===== src/rtl/phase_timer_if.sv =====
// Configuration bus for phase_timer: duration write strobe, index and value,
// plus the registered out-of-range error pulse returned to the config logic.
interface phase_timer_if #(
  parameter int NUM_PHASES = 3,
  parameter int CNT_W      = 7,
  parameter int IDX_W      = (NUM_PHASES > 1) ? $clog2(NUM_PHASES) : 1
) ();
  logic             cfg_we;
  logic [IDX_W-1:0] cfg_idx;
  logic [CNT_W-1:0] cfg_dur;
  logic             cfg_err;

  modport master (output cfg_we, cfg_idx, cfg_dur, input cfg_err);
  modport slave  (input cfg_we, cfg_idx, cfg_dur, output cfg_err);
endinterface


===== src/rtl/phase_timer.sv =====
// Per-phase duration timer: counts cycles of the one-hot selected phase, flags its
// last cycle, and commits shadowed durations only at phase boundaries or in IDLE.
module phase_timer #(
  parameter int NUM_PHASES = 3,
  parameter int CNT_W      = 7,
  parameter int DEF_DUR    = 10,
  parameter int IDX_W      = (NUM_PHASES > 1) ? $clog2(NUM_PHASES) : 1
) (
  input  logic                  clk,
  input  logic                  rst,
  input  logic [NUM_PHASES-1:0] phase_sel,
  input  logic                  set_mode,
  input  logic                  sync_clr,
  input  logic                  hold,
  phase_timer_if.slave          cfg,
  output logic [NUM_PHASES-1:0] phase_end,
  output logic                  any_end,
  output logic [CNT_W-1:0]      count,
  output logic [CNT_W-1:0]      remaining,
  output logic                  sel_err
);

  typedef enum logic [1:0] {IDLE, RUN, HOLD} state_t;

  state_t                state, state_next;
  logic [CNT_W-1:0]      shadow  [NUM_PHASES];
  logic [CNT_W-1:0]      dur_act [NUM_PHASES];
  logic [NUM_PHASES-1:0] wr_hit;
  logic [CNT_W-1:0]      sel_dur, term;
  logic                  at_term;

  assign sel_err = (phase_sel == '0) || ((phase_sel & (phase_sel - 1'b1)) != '0);

  // Duration 0 is treated as 1, so the terminal count never underflows.
  always_comb begin
    // NOTE: every always_comb target gets a default first so no path infers a latch.
    sel_dur = '0;
    wr_hit  = '0;
    for (int i = 0; i < NUM_PHASES; i++) begin
      if (phase_sel[i]) sel_dur = sel_dur | dur_act[i];
      wr_hit[i] = cfg.cfg_we && (cfg.cfg_idx == IDX_W'(i));
    end
    term    = (sel_dur == '0) ? '0 : sel_dur - 1'b1;
    at_term = (count == term);
  end

  // NOTE: sequential state uses non-blocking assignments only, so all registers
  // sample the pre-edge values regardless of process ordering.
  always_ff @(posedge clk or negedge rst) begin
    if (!rst) state <= IDLE;
    else      state <= state_next;
  end

  always_comb begin
    state_next = state;
    if (set_mode || sel_err) begin
      state_next = IDLE;
    end else begin
      unique case (state)
        IDLE:    state_next = RUN;
        RUN:     state_next = hold ? HOLD : RUN;
        HOLD:    state_next = hold ? HOLD : RUN;
        default: state_next = IDLE;
      endcase
    end
  end

  always_comb begin
    phase_end = '0;
    remaining = '0;
    for (int i = 0; i < NUM_PHASES; i++)
      phase_end[i] = (state == RUN) && phase_sel[i] && at_term && !hold && !sync_clr && !set_mode;
    any_end = |phase_end;
    if (state != IDLE) remaining = term - count + 1'b1;
  end

  // Overshoot after a phase switch (count > term) clears like an end, minus the pulse.
  always_ff @(posedge clk or negedge rst) begin
    if (!rst) begin
      count <= '0;
    end else if (set_mode || sel_err || state == IDLE || sync_clr) begin
      count <= '0;
    end else if (state == HOLD || hold) begin
      count <= count;
    end else if (count >= term) begin
      count <= '0;
    end else begin
      count <= count + 1'b1;
    end
  end

  // NOTE: the small duration arrays are reset because the timer must run with
  // DEF_DUR straight out of reset; a real RAM here would not be reset.
  always_ff @(posedge clk or negedge rst) begin
    if (!rst) begin
      cfg.cfg_err <= 1'b0;
      for (int i = 0; i < NUM_PHASES; i++) begin
        shadow[i]  <= CNT_W'(DEF_DUR);
        dur_act[i] <= CNT_W'(DEF_DUR);
      end
    end else begin
      cfg.cfg_err <= cfg.cfg_we && (int'(cfg.cfg_idx) >= NUM_PHASES);
      for (int i = 0; i < NUM_PHASES; i++) begin
        if (wr_hit[i]) shadow[i] <= cfg.cfg_dur;
        if (wr_hit[i] && phase_end[i])
          dur_act[i] <= cfg.cfg_dur;
        else if (phase_end[i] || state == IDLE)
          dur_act[i] <= shadow[i];
      end
    end
  end

endmodule

===== src/flat_wrapper.sv =====
// flat-port wrapper written by rule: the top's interface ports become plain ports
module phase_timer_flat 
#(
  parameter int NUM_PHASES = 3,
  parameter int CNT_W      = 7,
  parameter int DEF_DUR    = 10,
  parameter int IDX_W      = (NUM_PHASES > 1) ? $clog2(NUM_PHASES) : 1
)
  (clk, rst, phase_sel, set_mode, sync_clr, hold, phase_end, any_end, count, remaining, sel_err, cfg_cfg_we, cfg_cfg_idx, cfg_cfg_dur, cfg_cfg_err);
  phase_timer_if #(.NUM_PHASES(NUM_PHASES), .CNT_W(CNT_W), .IDX_W(IDX_W)) cfg_i ();
  input  logic clk;
  input  logic rst;
  input  logic [NUM_PHASES-1:0] phase_sel;
  input  logic set_mode;
  input  logic sync_clr;
  input  logic hold;
  output logic [NUM_PHASES-1:0] phase_end;
  output logic any_end;
  output logic [CNT_W-1:0] count;
  output logic [CNT_W-1:0] remaining;
  output logic sel_err;
  input wire logic [$bits(cfg_i.cfg_we)-1:0] cfg_cfg_we;
  input wire logic [$bits(cfg_i.cfg_idx)-1:0] cfg_cfg_idx;
  input wire logic [$bits(cfg_i.cfg_dur)-1:0] cfg_cfg_dur;
  output wire logic [$bits(cfg_i.cfg_err)-1:0] cfg_cfg_err;
  assign cfg_i.cfg_we = cfg_cfg_we;
  assign cfg_i.cfg_idx = cfg_cfg_idx;
  assign cfg_i.cfg_dur = cfg_cfg_dur;
  assign cfg_cfg_err = cfg_i.cfg_err;
  phase_timer #(.NUM_PHASES(NUM_PHASES), .CNT_W(CNT_W), .DEF_DUR(DEF_DUR), .IDX_W(IDX_W)) u_core (.clk(clk), .rst(rst), .phase_sel(phase_sel), .set_mode(set_mode), .sync_clr(sync_clr), .hold(hold), .cfg(cfg_i), .phase_end(phase_end), .any_end(any_end), .count(count), .remaining(remaining), .sel_err(sel_err));
endmodule

===== config.mk =====
export PLATFORM = sky130hd
export DESIGN_NAME = phase_timer_flat
export DESIGN_NICKNAME = d
export VERILOG_FILES = /design/src/rtl/phase_timer_if.sv /design/src/rtl/phase_timer.sv /design/src/flat_wrapper.sv
export SDC_FILE = /design/constraint.sdc
export NUM_CORES = 1
export LEC_CHECK = 0
export BUFFER_PORTS_ARGS = -buffer_cell sky130_fd_sc_hd__buf_2
export CORE_ASPECT_RATIO = 1.5
export CORE_MARGIN = 3
export CORE_UTILIZATION = 60
export CTS_CLUSTER_SIZE = 8
export DETAILED_ROUTE_END_ITERATION = 8
export GPL_TIMING_DRIVEN = 0
export PLACE_DENSITY_LB_ADDON = 0.3
export SYNTH_ARGS = -nofsm -noshare
export SYNTH_HDL_FRONTEND = slang
export SYNTH_SLANG_ARGS = --single-unit

===== constraint.sdc =====
create_clock -name clk -period 9.15 [get_ports clk]
set_clock_uncertainty 0.2 [all_clocks]
set_input_delay 1.83 -clock clk [delete_from_list [all_inputs] [get_ports clk]]
set_output_delay 1.83 -clock clk [all_outputs]
set_load 0.05 [all_outputs]

== After elaboration in Yosys (flattened, before gate mapping) ==
Index checks and enable logic that the tools add are counted.
Widths: inputs -> output; s select.

* Register bits: 52
* Output and inout bits: 20
* Word-level logic and storage cells: 86

* Bitwise logic cells: 3
* Multiplexer cells: 17
* Add/sub/neg operators: 5
* Magnitude comparators: 2
* Reductions and logical operators: 44
* Equality and inequality tests: 6

{| class="wikitable"
|+ Operators by type and width
! operator !! number
|-
| $mux 7 || 14
|-
| $logic_and 1x1->1 || 22
|-
| $add 7x1->7 const B || 2
|-
| $or 7x7->7 || 2
|-
| $logic_or 1x1->1 || 8
|-
| $reduce_bool 2->1 || 4
|-
| $eq 7x7->1 || 1
|-
| $ge 7x7->1 || 1
|-
| $logic_not 7->1 || 1
|-
| $sub 7x1->7 const B || 1
|-
| $sub 7x7->7 || 1
|-
| $eq 2x1->1 const B || 2
|-
| $eq 2x2->1 const B || 2
|-
| $logic_not 2->1 || 2
|-
| $mux 2 || 2
|-
| $pmux 2 s2 || 1
|-
| $and 3x3->3 || 1
|-
| $logic_not 1->1 || 3
|-
| $logic_not 3->1 || 1
|-
| $reduce_bool 3->1 || 1
|-
| $reduce_or 3->1 || 1
|-
| $sub 3x1->3 const B || 1
|-
| $ge 2x2->1 const B || 1
|-
| $ne 2x1->1 const B || 1
|-
| $reduce_or 2->1 || 1
|}

== Longest topological paths before layout ==
Gate-level depths: netlist (run 1).

* Depth after elaboration: 15
* Depth in mapped cells: 16
* Mapped depth without buffers: 14

== Least setup slack after synthesis (run 1) ==
Ideal clock, no wire load.

* Kind: in2out
* Start point: input phase_sel[0]
* End point: output remaining[5]
* Buffers on the path: 2
* Path slack: 1,829 ps
* Data arrival time: 5,291 ps
* Stages on the path: 14
* Cells stage by stage: buf_2 > a222oi_1 > ha_1 > nand2_1 > or3_1 > clkbuf_1 > and2_1 > ha_1 > inv_1 > fa_1 > o21ai_0 > a21oi_1 > xor2_1 > nor2_1

* Longest elaborated chain between the ends: 10
* Elaborated cells on any way between the ends: 11
* Those cells by class: 3 x add/sub; 5 x mux; 2 x bitwise; 1 x reduce/logical

{| class="wikitable"
|+ RTL lines
! what !! RTL line !! source
|-
| from (decl) || flat_wrapper.sv:13 || <nowiki>input logic [NUM_PHASES-1:0] phase_sel;</nowiki>
|-
| $mux 7 * || phase_timer.sv:40 || <nowiki>if (phase_sel[i]) sel_dur = sel_dur | dur_act[i];</nowiki>
|-
| $or 7x7->7 || phase_timer.sv:40 ||
|-
| $mux 7 * || phase_timer.sv:40 ||
|-
| $or 7x7->7 || phase_timer.sv:40 ||
|-
| $mux 7 * || phase_timer.sv:40 ||
|-
| $sub 7x1->7 / $logic_not 7->1 (equally long branches) || phase_timer.sv:43 || <nowiki>term = (sel_dur == '0) ? '0 : sel_dur - 1'b1;</nowiki>
|-
| $mux 7 * || phase_timer.sv:43 ||
|-
| $sub 7x7->7 * || phase_timer.sv:74 || <nowiki>if (state != IDLE) remaining = term - count + 1'b1;</nowiki>
|-
| $add 7x1->7 * || phase_timer.sv:74 ||
|-
| $mux 7 * || phase_timer.sv:74 ||
|-
| to (decl) || flat_wrapper.sv:20 || <nowiki>output logic [CNT_W-1:0] remaining;</nowiki>
|}

Every way passes the cells marked *; elsewhere a longest branch is shown, timed or not.

== Worst setup path in the final report (run 1) ==
Same ends and word-level chain as after synthesis.

==> results.md, run 1 <==
| Stage | Parameter | This run |
|---|---|---|
| sta | Final setup slack of the worst path | 1575 ps |
| synth | Yosys warning total | 0 |
| place | Quantity of I/O buffers inserted on ports | 37 |
| pwr | Power density of the placed cells | 210.0 nW/um2 |
| worst setup path | Worst Path Class, Setup | in -> out |
| drt | Number of iterations in the first detailed-routing pass | 5 |
| pwr | Pleak | 1.596 nW |
| clock tree | Clock root cell | sky130_fd_sc_hd__clkbuf_8 |
| synth | Count of mapped cells out of synthesis | 311 |
| floorplan | Core box area | 5165 um2 |
| drt | Number of nets with antenna violations after routing | 0 |
| finish | P&R area growth vs syn | 12.16% |
| worst setup path | Largest stage delay on the critical path | 640 ps |
| floorplan | Die width | 65.83 um |
| place | Gp weighted congestion | 0.8432 |
| sta | Fraction of the cycle the final worst path needs | 82.79% |
| clock tree | Insertion delay of the later-clocked pin in the worst-skew pair | 310 ps |
| grt | Remaining Overflow, GRT | 0 |
| clock tree | Clock tree from TritonCTS | yes |
| worst setup path | Critical path destination | remaining[5] |
| worst setup path | Endpoint of the most critical register-to-register path | u_core.dur_act[5] |
| synth | Cells taking the most area after synthesis | sky130_fd_sc_hd__dfrtp_1 (31%), sky130_fd_sc_hd__dfstp_2 (9.8%), sky130_fd_sc_hd__ha_1 (8.9%), sky130_fd_sc_hd__mux2_2 (8.0%), sky130_fd_sc_hd__mux2i_1 (6.5%) |
| drt | Via count | 2501 |
| synth | Distinct cell type count of the synthesized netlist | 51 |
| clock tree | Hold_buf cts | 0 |
| synth | Fraction of post-synthesis cell area in the top cell type by area | 31.07% |
| worst setup path | Critical path, cell by cell | buf_2, buf_2, a222oi_1, ha_1, nand2_1, or3_1, clkbuf_1, nand2b_1, ha_1, inv_1, ha_1, inv_1, fa_1, o21ai_0, a21oi_1, xor2_1, nor2_1, buf_2 |
| worst setup path | R2R Setup Slk | 4720 ps |
| drt | Routed WL per cell | 17.05 um |
| place | Placement Setup Slack | 1612 ps |
| flow run | Number of violations of the max-capacitance limit | 0 |
| grt | Overall Global Routing Usage | 25.06% |
| clock tree | Number of buffers inserted by post-CTS setup repair | 0 |
| sta | Setup repair after global routing missed its margin | false |
| drt | Post-route DRC violation count | 0 |
| worst setup path | Highest net fanout along the worst path | 10 |
| synth | Number of synthesized flops with an enable pin | 0 |
| clock tree | Number of buffers added by the clock tree synthesis step | 5 |
| floorplan | Initial standard-cell utilization of the core | 62.38% |
| clock tree | Worst-path clk slew | 90 ps |
| hold path | Hold Crit Class | reg -> reg |
| synth | Share of flip-flops with an asynchronous set or reset | 100.0% |
| synth | Mapped Nets | 354 |
| sta | Actual transition at the worst max-transition pin | 1139 ps |
| status | Run status | finished clean |
| drt | Wirelength, routed | 7229 um |
| synth | Seq/Total Area, Yosys | 40.85% |
| synth | Most used DFF post-synth | sky130_fd_sc_hd__dfrtp_1 |
| place | Detailed placer's ending HPWL | 5409 um |
| drt | Initial drt markers | 147 |
| sta | Max-Slew Margin vs Limit | 24.08% |
| grt | Via count of the first global-routing pass | 2565 |
| sta | Final-report setup violation count | 0 |
| finish | Fraction of layout instances using a drive strength above 1 | 26.12% |
| grt | Wire length of the first global-routing pass | 12030 um |
| floorplan | Cell row count | 32 |
| worst setup path | Worst reg2reg path startpoint | u_core.dur_act[14] |
| floorplan | Full die area | 6303 um2 |
| pwr | Worst IR drop on VDD | 140.9 uV |
| hold path | Number of cells traversed by the worst hold path | 2 |
| sta | Final min period | 7575 ps |
| floorplan | Chip height | 95.75 um |
| grt | Largest net degree at the start of global routing | 53 |
| worst setup path | Critical Path Start | phase_sel[0] |
| grt | Initial antenna violation count | 0 |
| worst setup path | Worst EP arrival | 5550 ps |
| worst setup path | CP Capture Type | output pin |
| clock tree | TritonCTS Sinks | 52 |
| worst setup path | Slowest-stage cell, CP | sky130_fd_sc_hd__a222oi_1 |
| sta | Sum of negative setup slack | 0 ps |
| sta | Final Slew Violations | 0 |
| sta | Hold Vio Cnt, Final | 0 |
| sta | Max Fclk | 0.1320 GHz |
| floorplan | # IOs | 38 |
| clock tree | Buffer levels on the longest clock path | 2 |
| finish | Diodes inserted | 0 |
| worst setup path | Required time at the endpoint of the critical path | 7120 ps |
| synth | Library cell occupying the most area in the post-synthesis netlist | sky130_fd_sc_hd__dfrtp_1 |
| synth | Avg Cell Area, Syn | 10.36 um2 |
| synth | Syn Std Cell Area | 3222 um2 |
| drt | Routed via count divided by cell count | 5.899 |
| worst setup path | Worst reg2reg path depth | 13 |
| pwr | Sum of internal, switching and leakage power | 0.7587 mW |
| synth | Number of synthesized register bits | 52 |
| finish | Final-stage net count | 398 |
| clock tree | H-tree levels | 2 |
| worst setup path | Element type at the critical path start | input pin |
| clock tree | PostCTS Resize Cnt | 0 |
registers in the layout, indices dropped and copies added, names as in the netlist:
| name | flops |
|---|---|
| u_core.dur_act | 21 |
| u_core.shadow | 21 |
| u_core.count | 7 |
| u_core.state | 2 |
| u_core.cfg.cfg_err | 1 |
Yosys cell counts (2+ instances only):
| cell | n |
|---|---|
| sky130_fd_sc_hd__a21o_1 | 2 |
| sky130_fd_sc_hd__a21oi_1 | 9 |
| sky130_fd_sc_hd__a222oi_1 | 6 |
| sky130_fd_sc_hd__a22o_1 | 2 |
| sky130_fd_sc_hd__a31oi_1 | 2 |
| sky130_fd_sc_hd__and2_1 | 8 |
| sky130_fd_sc_hd__and3_1 | 5 |
| sky130_fd_sc_hd__and4_1 | 2 |
| sky130_fd_sc_hd__buf_2 | 3 |
| sky130_fd_sc_hd__clkbuf_1 | 7 |
| sky130_fd_sc_hd__dfrtp_1 | 40 |
| sky130_fd_sc_hd__dfstp_2 | 12 |
| sky130_fd_sc_hd__fa_1 | 2 |
| sky130_fd_sc_hd__ha_1 | 23 |
| sky130_fd_sc_hd__inv_1 | 18 |
| sky130_fd_sc_hd__mux2_2 | 23 |
| sky130_fd_sc_hd__mux2i_1 | 21 |
| sky130_fd_sc_hd__nand2_1 | 38 |
| sky130_fd_sc_hd__nand2b_1 | 4 |
| sky130_fd_sc_hd__nand3_1 | 4 |
| sky130_fd_sc_hd__nand3b_1 | 3 |
| sky130_fd_sc_hd__nand4_1 | 4 |
| sky130_fd_sc_hd__nor2_1 | 6 |
| sky130_fd_sc_hd__nor2b_1 | 3 |
| sky130_fd_sc_hd__nor3_1 | 2 |
| sky130_fd_sc_hd__nor4_1 | 2 |
| sky130_fd_sc_hd__nor4_4 | 2 |
| sky130_fd_sc_hd__o21ai_0 | 24 |
| sky130_fd_sc_hd__o22ai_1 | 2 |
| sky130_fd_sc_hd__o31a_1 | 3 |
| sky130_fd_sc_hd__o31ai_1 | 2 |
| sky130_fd_sc_hd__or4_1 | 2 |
| sky130_fd_sc_hd__xnor2_1 | 3 |
| sky130_fd_sc_hd__xor2_1 | 5 |
area by class of cell:
cell class,instances,area [um2]
multi-input cells,230,1789
fillers,389,1551
flip-flops and latches,52,1316
repair buffers,37,185.2
well taps,68,85.08
clock buffers,6,82.58
inverters,18,67.56
plain buffers,11,48.80
clock inverters,2,38.79
how the worst min path moves through the flow:
stage	start	to	slack [ps]
finish	u_core.dur_act[8]	u_core.dur_act[8]	290
global route	u_core.dur_act[3]	u_core.dur_act[3]	320
CTS	u_core.dur_act[8]	u_core.dur_act[8]	290
detailed placement	u_core.dur_act[13]	u_core.dur_act[13]	270
global placement	u_core.dur_act[0]	u_core.dur_act[0]	260
floorplan	u_core.shadow[14]	u_core.dur_act[14]	250
critical path: cells and delay by family:
kind	cells	cell delay (ps)
compound gates	3	890
fa+ha+maj	4	1120
simple gates	4	640
buf+inv	6	930
xor+xnor	1	140
logic make-up (layout without fill, tap and decap cells):
kind of cell | Yosys count | after routing | synth area share, %
adder cells (fa/ha/maj) | 25 | 25 | 10.17
flip-flops | 52 | 52 | 40.85
XOR/XNOR | 8 | 8 | 2.175
multiplexers | 44 | 44 | 14.56
AO/OA/AOI/OAI | 62 | 62 | 12.85
buffers and inverters | 29 | 74 | 3.612
AND/OR/NAND/NOR | 91 | 91 | 15.77
placed cells by master (no fill, tap or decap), types with 8 or more instances in the layout:
cell                      netlist  layout
sky130_fd_sc_hd__mux2_2        23      23
sky130_fd_sc_hd__a21oi_1        9       9
sky130_fd_sc_hd__and2_1         8       8
sky130_fd_sc_hd__o21ai_0       24      24
sky130_fd_sc_hd__ha_1          23      23
sky130_fd_sc_hd__mux2i_1       21      21
sky130_fd_sc_hd__buf_2          3      40
sky130_fd_sc_hd__nand2_1       38      38
sky130_fd_sc_hd__dfstp_2       12      12
sky130_fd_sc_hd__inv_1         18      18
sky130_fd_sc_hd__dfrtp_1       40      40
per-layer routing:
| layer | vias up | routed length (um) | GRT usage [%] |
|---|---|---|---|
| li1 | 1209 | - | - |
| met1 | 1202 | 2918 | 28.92 |
| met2 | 79 | 3876 | 45.52 |
| met3 | 11 | 290 | 3.388 |
| met4 | 0 | 144 | 10.90 |
| met5 | - | 0 | 0 |
where the power goes:
part,switching (mW),internal [mW]
combinational,0.175,0.115
clock,0.0793,0.0895
sequential,0.0220,0.278
total,0.276,0.482
per-stage QoR:
| step | std cells | hold WS (ps) | cell area (um2) | util, % |
|---|---|---|---|---|
| 2_1_floorplan | 311 | 245.2 | 3222 | - |
| 3_3_place_gp | 416 | 262.0 | 3492 | 67.61 |
| 3_5_place_dp | 416 | 270.2 | 3492 | 67.61 |
| 4_1_cts | 424 | 288.7 | 3613 | 69.96 |
| 5_1_grt | 424 | 316.0 | 3613 | 69.96 |
| 6_report | 424 | 288.3 | 3613 | 69.96 |
No activity file was read; power rests on OpenSTA's default activity.
==> run 2: changes to the inputs <==
- CORE_UTILIZATION: 60 -> 59
- clock period: 9.15 -> 7.5 ns (I/O delays scaled with it)
==> results.md, run 2 (synthesis results as in run 1) <==
| Stage | Parameter | This run | vs previous |
|---|---|---|---|
| grt | Remaining Overflow, GRT | 0 | unchanged |
| worst setup path | Worst Path Class, Setup | in -> out |  |
| worst setup path | Critical path, cell by cell | buf_2, buf_2, a222oi_1, ha_1, nand2_1, or3_1, clkbuf_1, and2_1, ha_1, inv_1, fa_1, o21ai_0, a21oi_1, xor2_1, nor2_1, buf_2 |  |
| place | Detailed placer's ending HPWL | 5477 um | +1.3% |
| clock tree | Clock root cell | sky130_fd_sc_hd__clkbuf_8 |  |
| clock tree | H-tree levels | 2 | unchanged |
| clock tree | TritonCTS Sinks | 52 | unchanged |
| sta | Fraction of the cycle the final worst path needs | 92.19% |  |
| grt | Wire length of the first global-routing pass | 11980 um | -0.46% |
| status | Run status | finished clean |  |
| worst setup path | Worst Path Buf+Inv | 5 | -1 |
| clock tree | Clock tree from TritonCTS | yes |  |
| place | Quantity of I/O buffers inserted on ports | 37 | unchanged |
| sta | Max-Slew Margin vs Limit | 25.24% | +1.2 points |
| finish | Fraction of layout instances using a drive strength above 1 | 25.84% | -0.28 points |
| finish | Flip-flop and latch area | 1316 um2 | unchanged |
| floorplan | # IOs | 38 | unchanged |
| worst setup path | Required time at the endpoint of the critical path | 5800 ps | -1320 ps |
| sta | Final Slew Violations | 0 | unchanged |
| drt | Via count | 2535 | +1.4% |
| worst setup path | Critical path destination | remaining[5] |  |
| worst setup path | WP depth | 16 | -2 |
| sta | Final min period | 6914 ps |  |
| drt | Routed WL per cell | 16.99 um | -0.36% |
| clock tree | Hold_buf cts | 0 | unchanged |
| worst setup path | Worst reg2reg path startpoint | u_core.dur_act[14] |  |
| grt | Largest net degree at the start of global routing | 53 | unchanged |
| floorplan | Initial standard-cell utilization of the core | 61.90% | -0.48 points |
| worst setup path | CP delay by family, top | adder cells |  |
| worst setup path | Most common cell on crit path | sky130_fd_sc_hd__buf_2 |  |
| clock tree | Number of buffers inserted by post-CTS setup repair | 0 | unchanged |
| floorplan | Core box area | 5205 um2 | +0.78% |
| clock tree | PostCTS Resize Cnt | 0 | unchanged |
| floorplan | Cell row count | 32 | unchanged |
| drt | Number of nets with antenna violations after routing | 0 | unchanged |
| sta | Max Fclk | 0.1446 GHz |  |
| clock tree | Worst-path clk slew | 90 ps | about the same |
| sta | Sum of negative setup slack | 0 ps | unchanged |
| pwr | Power density of the placed cells | 262.8 nW/um2 | +25% |
| grt | Overall Global Routing Usage | 24.73% | -0.34 points |
| worst setup path | Largest stage delay on the critical path | 650 ps | about the same |
| grt | Initial antenna violation count | 0 | unchanged |
| worst setup path | CP Capture Type | output pin |  |
| floorplan | Die width | 66.34 um | +0.77% |
| worst setup path | Slowest-stage cell, CP | sky130_fd_sc_hd__a222oi_1 |  |
| finish | Combined area of the multi-input logic cells | 1789 um2 | unchanged |
| grt | Via count of the first global-routing pass | 2563 | -0.078% |
| drt | Wirelength, routed | 7203 um | -0.36% |
| worst setup path | Worst EP arrival | 5210 ps | -340 ps |
| floorplan | Full die area | 6402 um2 | +1.6% |
| clock tree | Insertion delay of the later-clocked pin in the worst-skew pair | 310 ps | about the same |
| clock tree | Buffer levels on the longest clock path | 2 | unchanged |
| pwr | Worst IR drop on VDD | 189.5 uV | +34% |
| flow run | Number of violations of the max-capacitance limit | 0 | unchanged |
| sta | Final-report setup violation count | 0 | unchanged |
| place | Placed Cells incl. Taps | 416 | unchanged |
| worst setup path | Endpoint of the most critical register-to-register path | u_core.dur_act[4] |  |
| finish | Final-stage net count | 398 | unchanged |
| finish | Largest registers | u_core.dur_act x21, u_core.shadow x21, u_core.count x7 |  |
| drt | Routed via count divided by cell count | 5.979 | +1.4% |
| finish | Count of filler cells inserted in the layout | 438 | +13% |
| finish | Highest-count cells in the layout ignoring fill and taps | sky130_fd_sc_hd__buf_2 (40), sky130_fd_sc_hd__dfrtp_1 (40), sky130_fd_sc_hd__nand2_1 (38), sky130_fd_sc_hd__o21ai_0 (24) |  |
| worst setup path | Element type at the critical path start | input pin |  |
| worst setup path | Worst reg2reg path depth | 13 | unchanged |
| finish | Number of standard cells in the layout, taps in and fillers out | 424 | unchanged |
| worst setup path | Highest net fanout along the worst path | 10 | unchanged |
| worst setup path | R2R Setup Slk | 3100 ps | -1620 ps |
| hold path | Hold Crit Class | reg -> reg |  |
| sta | Hold Vio Cnt, Final | 0 | unchanged |
| drt | Number of iterations in the first detailed-routing pass | 4 | -1 |
| pwr | Pleak | 1.600 nW | +0.25% |
| place | Gp weighted congestion | 0.8257 | -2.1% |
| sta | Actual transition at the worst max-transition pin | 1121 ps | -17.37 ps |
| worst setup path | Critical Path Start | phase_sel[0] |  |
| drt | Post-route DRC violation count | 0 | unchanged |
| hold path | Start point of the worst hold path | u_core.dur_act[10] |  |
| finish | Diodes inserted | 0 | unchanged |
| drt | Initial drt markers | 173 | +18% |
| clock tree | Number of buffers added by the clock tree synthesis step | 5 | unchanged |
| sta | Setup repair after global routing missed its margin | false |  |
| floorplan | Chip height | 96.51 um | +0.79% |
| finish | P&R area growth vs syn | 12.50% |  |
## run 2: cell count changes in the layout (fill, tap and decap cells not counted), sizes merged
cell    before  now
bufinv       1    2
clkinv       1    0
## run 2: stage by stage
step | utilization (%) | hold slack, ps | instance area [um2] | worst slack (ps) | total power, mW
3_5_place_dp | 67.09 | 273.3 | 3492 | 625.8 | 0.7302
5_1_grt | 69.64 | 307.7 | 3625 | 325.1 | 1.013
6_report | 69.64 | 288.3 | 3625 | 586.0 | 0.9527
3_3_place_gp | 67.09 | 262.7 | 3492 | 666.6 | 0.7100
4_1_cts | 69.64 | 286.9 | 3625 | 615.4 | 0.9567
2_1_floorplan | - | 245.2 | 3222 | 838.9 | 0.6398
## run 2: power breakdown
group	total [mW]	switching (mW)	internal (mW)	leakage, nW
sequential	0.365	0.0264	0.339	0.623
clock	0.226	0.0931	0.133	0.0654
combinational	0.361	0.219	0.141	0.912
## run 2: worst min-delay path by stage
stage,endpoint,slack [ps],cells past startpoint
finish,u_core.dur_act[10],290,2
CTS,u_core.dur_act[10],290,2
global route,u_core.dur_act[3],310,2
global placement,u_core.dur_act[20],260,2
floorplan,u_core.dur_act[14],250,1
detailed placement,u_core.dur_act[20],270,2
## run 2: metal layers
layer	vias to the layer above	part of all wire (%)	global-route usage (%)
met5	-	0	0
met4	0	2.7	9.831
met3	16	4.2	3.819
met2	78	54	45.90
met1	1235	39	27.79
li1	1206	-	-
## run 2: worst reg2reg max path, stage by stage (launching register included)
cell,delay (ps)
sky130_fd_sc_hd__dfrtp_1,400
sky130_fd_sc_hd__a222oi_1,650
sky130_fd_sc_hd__ha_1,300
sky130_fd_sc_hd__nand2_1,50
sky130_fd_sc_hd__or3_1,370
sky130_fd_sc_hd__clkbuf_1,160
sky130_fd_sc_hd__and2_1,160
sky130_fd_sc_hd__ha_1,330
sky130_fd_sc_hd__and4bb_2,260
sky130_fd_sc_hd__and4_1,200
sky130_fd_sc_hd__clkbuf_1,180
sky130_fd_sc_hd__a21oi_1,400
sky130_fd_sc_hd__clkbuf_1,440
sky130_fd_sc_hd__o21ai_0,170
## run 2: cell type report
cell class / count / area share, %
inverter: 18 / 1.864
clock buffer: 6 / 2.002
clock inverter: 2 / 1.657
timing repair buffer: 37 / 5.109
multi-input combinational: 230 / 49.36
sequential: 52 / 36.31
buffer: 11 / 1.346
tap: 68 / 2.347
